<file path="config.mk">
export PLATFORM = sky130hd
export DESIGN_NAME = fetch_stream
export DESIGN_NICKNAME = d
export VERILOG_FILES = /design/src/rtl/fetch_stream.sv
export SDC_FILE = /design/constraint.sdc
export NUM_CORES = 2
export LEC_CHECK = 0
export BUFFER_PORTS_ARGS = -buffer_cell sky130_fd_sc_hd__buf_2
export CORE_ASPECT_RATIO = 0.75
export CORE_MARGIN = 3
export CORE_UTILIZATION = 45
export CTS_CLUSTER_SIZE = 8
export DETAILED_ROUTE_END_ITERATION = 7
export PLACE_DENSITY = 0.66
export SLEW_MARGIN = 20
export SYNTH_ARGS = -nofsm -noshare
export SYNTH_HDL_FRONTEND = slang
export SYNTH_SLANG_ARGS = --single-unit
export TNS_END_PERCENT = 20
</file>
<file path="constraint.sdc">
create_clock -name clk -period 2.56 [get_ports clk]
set_input_delay 0.384 -clock clk [delete_from_list [all_inputs] [get_ports clk]]
set_output_delay 0.384 -clock clk [all_outputs]
set_load 0.01 [all_outputs]
</file>
<file path="src/rtl/fetch_stream.sv">
// fetch_stream: assembles a step witness delivered as LSB-first WORD_W-bit beats
// over valid/ready, splits it into instruction, register file and hint fields,
// and presents each step on a valid/ready output with a running step index.
// Framing violations (early or missing in_last) drop the step, pulse framing_err,
// and bump a saturating error counter.
// Optional feature macro FETCH_STREAM_SKID_EN: the single output register becomes
// a 2-entry FIFO so the final beat of a step rarely stalls.
// Assumes STEP_W > WORD_W (at least two beats per step).
module fetch_stream #(
  parameter int WORD_W    = 32,
  parameter int INSTR_W   = 96,
  parameter int REG_W     = 320,
  parameter int HINT_W    = 72,
  parameter int NUM_HINTS = 2,
  parameter int IDX_W     = 32
) (
  input  logic                        clk,
  input  logic                        rst_n,
  input  logic                        in_valid,
  output logic                        in_ready,
  input  logic [WORD_W-1:0]           in_data,
  input  logic                        in_last,
  output logic                        out_valid,
  input  logic                        out_ready,
  output logic [INSTR_W-1:0]          raw_instr,
  output logic [REG_W-1:0]            raw_regs,
  output logic [NUM_HINTS*HINT_W-1:0] raw_hints,
  output logic [IDX_W-1:0]            out_idx,
  output logic                        framing_err,
  output logic [15:0]                 err_cnt
);

  localparam int STEP_W = INSTR_W + REG_W + NUM_HINTS * HINT_W;
  localparam int BEATS  = (STEP_W + WORD_W - 1) / WORD_W;
  // Bits held in the buffer (all beats but the final one) and the useful width
  // of the final beat; anything above LAST_W in the final beat is pad.
  localparam int PART_W = (BEATS - 1) * WORD_W;
  localparam int LAST_W = STEP_W - PART_W;
  localparam int CNT_W  = (BEATS > 1) ? $clog2(BEATS) : 1;
  localparam logic [CNT_W-1:0] LAST_CNT = CNT_W'(BEATS - 1);

  typedef enum logic {
    ASSEMBLE = 1'b0,
    DRAIN    = 1'b1
  } state_t;

  state_t              state;
  logic [CNT_W-1:0]    beat_cnt;
  logic [PART_W-1:0]   part_p0;
  logic [STEP_W-1:0]   step_nxt;
  logic [STEP_W-1:0]   out_step;
  logic                out_full;
  logic                assembling;
  logic                at_last;
  logic                accept;
  logic                complete;
  logic                early_last;
  logic                missing_last;
  logic                pop;

  assign assembling   = (state == ASSEMBLE);
  assign at_last      = (beat_cnt == LAST_CNT);
  assign accept       = in_valid && in_ready;
  assign complete     = accept && assembling && at_last && in_last;
  assign early_last   = accept && assembling && !at_last && in_last;
  assign missing_last = accept && assembling && at_last && !in_last;
  assign pop          = out_valid && out_ready;

  // The final beat goes straight into the output stage together with the
  // buffered beats, so the step is presented one cycle after its last beat.
  assign step_nxt = {in_data[LAST_W-1:0], part_p0};

  // Only the completing beat can stall, and only when the output has no room
  // that will be freed this cycle; out_ready is the one combinational input.
  assign in_ready = rst_n && !(assembling && at_last && out_full && !out_ready);

  // Framing FSM: counts beats, detects early/missing last, counts errors.
  always_ff @(posedge clk or negedge rst_n) begin
    if (!rst_n) begin
      state       <= ASSEMBLE;
      beat_cnt    <= '0;
      framing_err <= 1'b0;
      err_cnt     <= '0;
    end else begin
      framing_err <= 1'b0;
      if (accept) begin
        case (state)
          ASSEMBLE: begin
            if (in_last || at_last) begin
              beat_cnt <= '0;
              if (early_last || missing_last) begin
                framing_err <= 1'b1;
                if (err_cnt != 16'hFFFF) begin
                  err_cnt <= err_cnt + 16'd1;
                end
              end
              if (missing_last) begin
                state <= DRAIN;
              end
            end else begin
              beat_cnt <= beat_cnt + CNT_W'(1);
            end
          end
          DRAIN: begin
            // The error was already counted on entry; just wait for the end marker.
            if (in_last) begin
              state <= ASSEMBLE;
            end
          end
          default: state <= ASSEMBLE;
        endcase
      end
    end
  end

  // Stage p0: beats 0..BEATS-2 land at their LSB-first slot of the step.
  always_ff @(posedge clk or negedge rst_n) begin
    if (!rst_n) begin
      part_p0 <= '0;
    end else if (accept && assembling) begin
      for (int k = 0; k < BEATS - 1; k++) begin
        if (beat_cnt == CNT_W'(k)) begin
          part_p0[k*WORD_W +: WORD_W] <= in_data;
        end
      end
    end
  end

`ifdef FETCH_STREAM_SKID_EN

  logic [STEP_W-1:0] fifo_step_p1 [2];
  logic [IDX_W-1:0]  fifo_idx_p1  [2];
  logic              rd_ptr;
  logic              wr_ptr;
  logic [1:0]        fill;
  logic [IDX_W-1:0]  push_idx;

  // Stage p1: 2-entry output FIFO; each entry is tagged with its index at push.
  always_ff @(posedge clk or negedge rst_n) begin
    if (!rst_n) begin
      for (int e = 0; e < 2; e++) begin
        fifo_step_p1[e] <= '0;
        fifo_idx_p1[e]  <= '0;
      end
      rd_ptr   <= 1'b0;
      wr_ptr   <= 1'b0;
      fill     <= 2'd0;
      push_idx <= '0;
    end else begin
      if (complete) begin
        fifo_step_p1[wr_ptr] <= step_nxt;
        fifo_idx_p1[wr_ptr]  <= push_idx;
        wr_ptr               <= !wr_ptr;
        push_idx             <= push_idx + IDX_W'(1);
      end
      if (pop) begin
        rd_ptr <= !rd_ptr;
      end
      fill <= fill + {1'b0, complete} - {1'b0, pop};
    end
  end

  assign out_valid = (fill != 2'd0);
  assign out_full  = (fill == 2'd2);
  assign out_step  = fifo_step_p1[rd_ptr];
  assign out_idx   = fifo_idx_p1[rd_ptr];

`else

  logic [STEP_W-1:0] step_p1;
  logic              vld_p1;
  logic [IDX_W-1:0]  idx_p1;

  // Stage p1: single output register; holds while stalled, counts consumed steps.
  always_ff @(posedge clk or negedge rst_n) begin
    if (!rst_n) begin
      step_p1 <= '0;
      vld_p1  <= 1'b0;
      idx_p1  <= '0;
    end else begin
      if (pop) begin
        idx_p1 <= idx_p1 + IDX_W'(1);
      end
      if (complete) begin
        step_p1 <= step_nxt;
        vld_p1  <= 1'b1;
      end else if (pop) begin
        vld_p1 <= 1'b0;
      end
    end
  end

  assign out_valid = vld_p1;
  assign out_full  = vld_p1;
  assign out_step  = step_p1;
  assign out_idx   = idx_p1;

`endif

  assign raw_instr = out_step[INSTR_W-1:0];
  assign raw_regs  = out_step[INSTR_W +: REG_W];
  assign raw_hints = out_step[INSTR_W+REG_W +: NUM_HINTS*HINT_W];

endmodule

</file>
==> results.json <==
{
  "cp_max_fo": 5,
  "worstPathArrival_ns": 2.03,
  "hpwlAfterDp_um": 74500,
  "critPathMaxStageDelay_ns": 0.41,
  "whs_ns": 0.112,
  "grtUsageTotal": 0.227,
  "syn-cell-area_um2": 43500,
  "grt_setup_unrepaired": "no",
  "fmax_mhz": 414,
  "root_buffer": "clkbuf_16",
  "grt_pass1_wl_um": 172000,
  "fin_crit_ns": 2.41,
  "cts_num_sinks": 1160,
  "worstMarginPinSlew_ns": 1.06,
  "die_w_um": 365,
  "syn_nets": 2660,
  "drv_cap": 0,
  "synth_common_cells": "dfrtp_1, mux2_2, buf_2",
  "power_density_nw_per_um2": 874,
  "rows": 98,
  "wl_per_cell_um": 24.8,
  "synth.area.top_cells": "dfrtp_1, mux2_2, mux2_1",
  "critPathLaunchType": "register",
  "drt_pass1_iterations": 5,
  "core-area_um2": 95600,
  "synth_cell_types": 38,
  "synth_edf_count": 0,
  "cts_tree": "built",
  "cpLargestDelayFamily": "flip-flops",
  "synth_area_per_cell_um2": 16.6,
  "setup_viol": 0,
  "required_ns": 2.18,
  "yosys_warnings": 0,
  "critPathKind": "reg2out",
  "cp_slowest_cell": "dfrtp_1",
  "final_layout_size_suffix_gt1_frac": 0.594,
  "wirelength_um": 115000,
  "netlist_instances": 2616,
  "drc": 0,
  "io_pins": 648,
  "viasPerCell": 5.37,
  "clk_pin_slew_ns": 0.05,
  "status": "finished clean",
  "hold_viol_final": 0,
  "initial_core_util": 0.455,
  "final_antenna_net_count": 0,
  "crit_buf_inv": 2,
  "synth_flop_cell": "dfrtp_1",
  "ir_worst_vdd_mv": 0.612,
  "yosysMostFrequentCell": "dfrtp_1",
  "antenna_cells": 0,
  "hp-class": "in2reg",
  "first_global_vias": 26900,
  "drv_slew": 0,
  "fin_nets": 3390,
  "total_power_mw": 46.3,
  "critical_path.cell_chain": "inv_2, ha_4, nor4bb_4, a21boi_0, buf_2",
  "async_flop_share": 1.00,
  "slew_headroom": 0.292,
  "vias": 24700,
  "synth_top_area_share": 0.667,
  "grt_max_degree": 194,
  "antenna_found_initial": 2,
  "clkLatencyLatePin_ns": 0.74,
  "fin_util": 0.553,
  "die_h_um": 275,
  "htreeDepth": 4,
  "cts_buffers": 163,
  "placement.io_buffers": 647,
  "first_iter_violations": 1399,
  "synth-seq-area-share": 0.667,
  "p_leak_nw": 28.4,
  "clk_path_buf_depth": 3,
  "grt_overflow_total": 0,
  "critPathCaptureType": "output pin",
  "finClkSkew_ns": 0.0299,
  "synth_area_leader_cell": "dfrtp_1",
  "finalCritPeriodShare": 0.943,
  "dieArea_um2": 101000,
  "synth_seq_cells": 1160,
  "finalSetupTns_ns": 0,
  "syn2layout_area_growth_pct": 21.6,
  "place_congestion": 0.847
}
routing by layer:
layer,vias up,global-route usage,routed length [um]
met1,13200,0.283,46900
met4,0,0.0865,3970
met2,669,0.375,55700
met3,203,0.0688,8000
li1,10600,-,-
met5,-,0,0
flip-flops by register name (all words and copies together) (netlist names):
name,count
out_step,560
part_p0,544
out_idx,32
err_cnt,16
beat_cnt,5
framing_err,1
out_valid,1
state,1
through the flow:
step	setup slack, ns	instances	cell area [um^2]
global route	0.0281	4611	52900
detailed placement	0.0120	4425	48400
global placement	0.0945	4425	48400
CTS	0.0310	4608	52900
finish	0.147	4611	52900
floorplan	0.272	2616	43500
area by class of cell:
cell class,count,area (um^2)
clock buffer,171,4230
clock inverter,9,151
fill,7537,42700
inverter,5,18.8
multi-input combinational,1301,13800
sequential,1160,29000
tap,1250,1560
timing repair buffer,715,4110
cells in the final DEF (no fill, tap or decap), types with 3 or more instances in the layout:
master            n
nand2_1          28
mux2_1           29
nand2_2          15
dlygate4sd3_1     3
and2_1            5
mux2_2         1080
buf_2           646
and3_1           15
dfrtp_1        1160
inv_6             4
o21ai_0           5
nor2_1           10
nand4_1          14
ha_1              6
xor2_1            9
clkbuf_16       168
nand3_1          15
buf_12           24
buf_4            39
and4_1            5
inv_1             4
xnor2_1          35
path summary, 6_finish.rpt:
check / depth (start not counted) / to / from / slack, ns
setup / recovery: 5 / in_ready / beat_cnt[1] / 0.15
max in group asynchronous: 4 / out_step[91] / rst_n / 0.69
hold reg to reg: 1 / out_idx[31] / out_idx[31] / 0.48
min in group asynchronous: 3 / state / rst_n / 0.33
hold / removal: 3 / framing_err / in_last / 0.11
setup reg to reg: 8 / out_step[23] / beat_cnt[1] / 0.15
kinds of logic (layout without fill, tap and decap cells):
group           Yosys count  after routing  synth area share
compound gates           13             13           0.00184
xor+xnor                 44             44           0.00885
fa+ha+maj                 7              7           0.00201
buf+inv                 155            900            0.0176
flops                  1160           1160             0.667
mux                    1109           1109             0.287
simple gates            128            128            0.0161
report_power, final:
part | switching (mW) | leakage [nW] | internal [mW] | total (mW)
clock | 7.38 | 2.15 | 11.6 | 19.0
sequential | 1.50 | 15.8 | 21.4 | 22.9
combinational | 1.87 | 10.4 | 2.55 | 4.42
total | 10.7 | 28.4 | 35.5 | 46.3
what timing repair did:
item	CTS	global route
hold buffers	3	0
setup endpoints to repair	1	112
buffers inserted	0	2
endpoints found under the hold margin	164	0
gates resized for setup	4	2
worst reg2reg max path, stage by stage (launching register included):
cell,delay (ns)
dfrtp_1,0.41
inv_2,0.10
ha_4,0.16
nand4bb_2,0.21
nor4_2,0.29
buf_4,0.21
buf_16,0.25
buf_12,0.30
mux2_2,0.37
(Power assumes the default switching activity.)
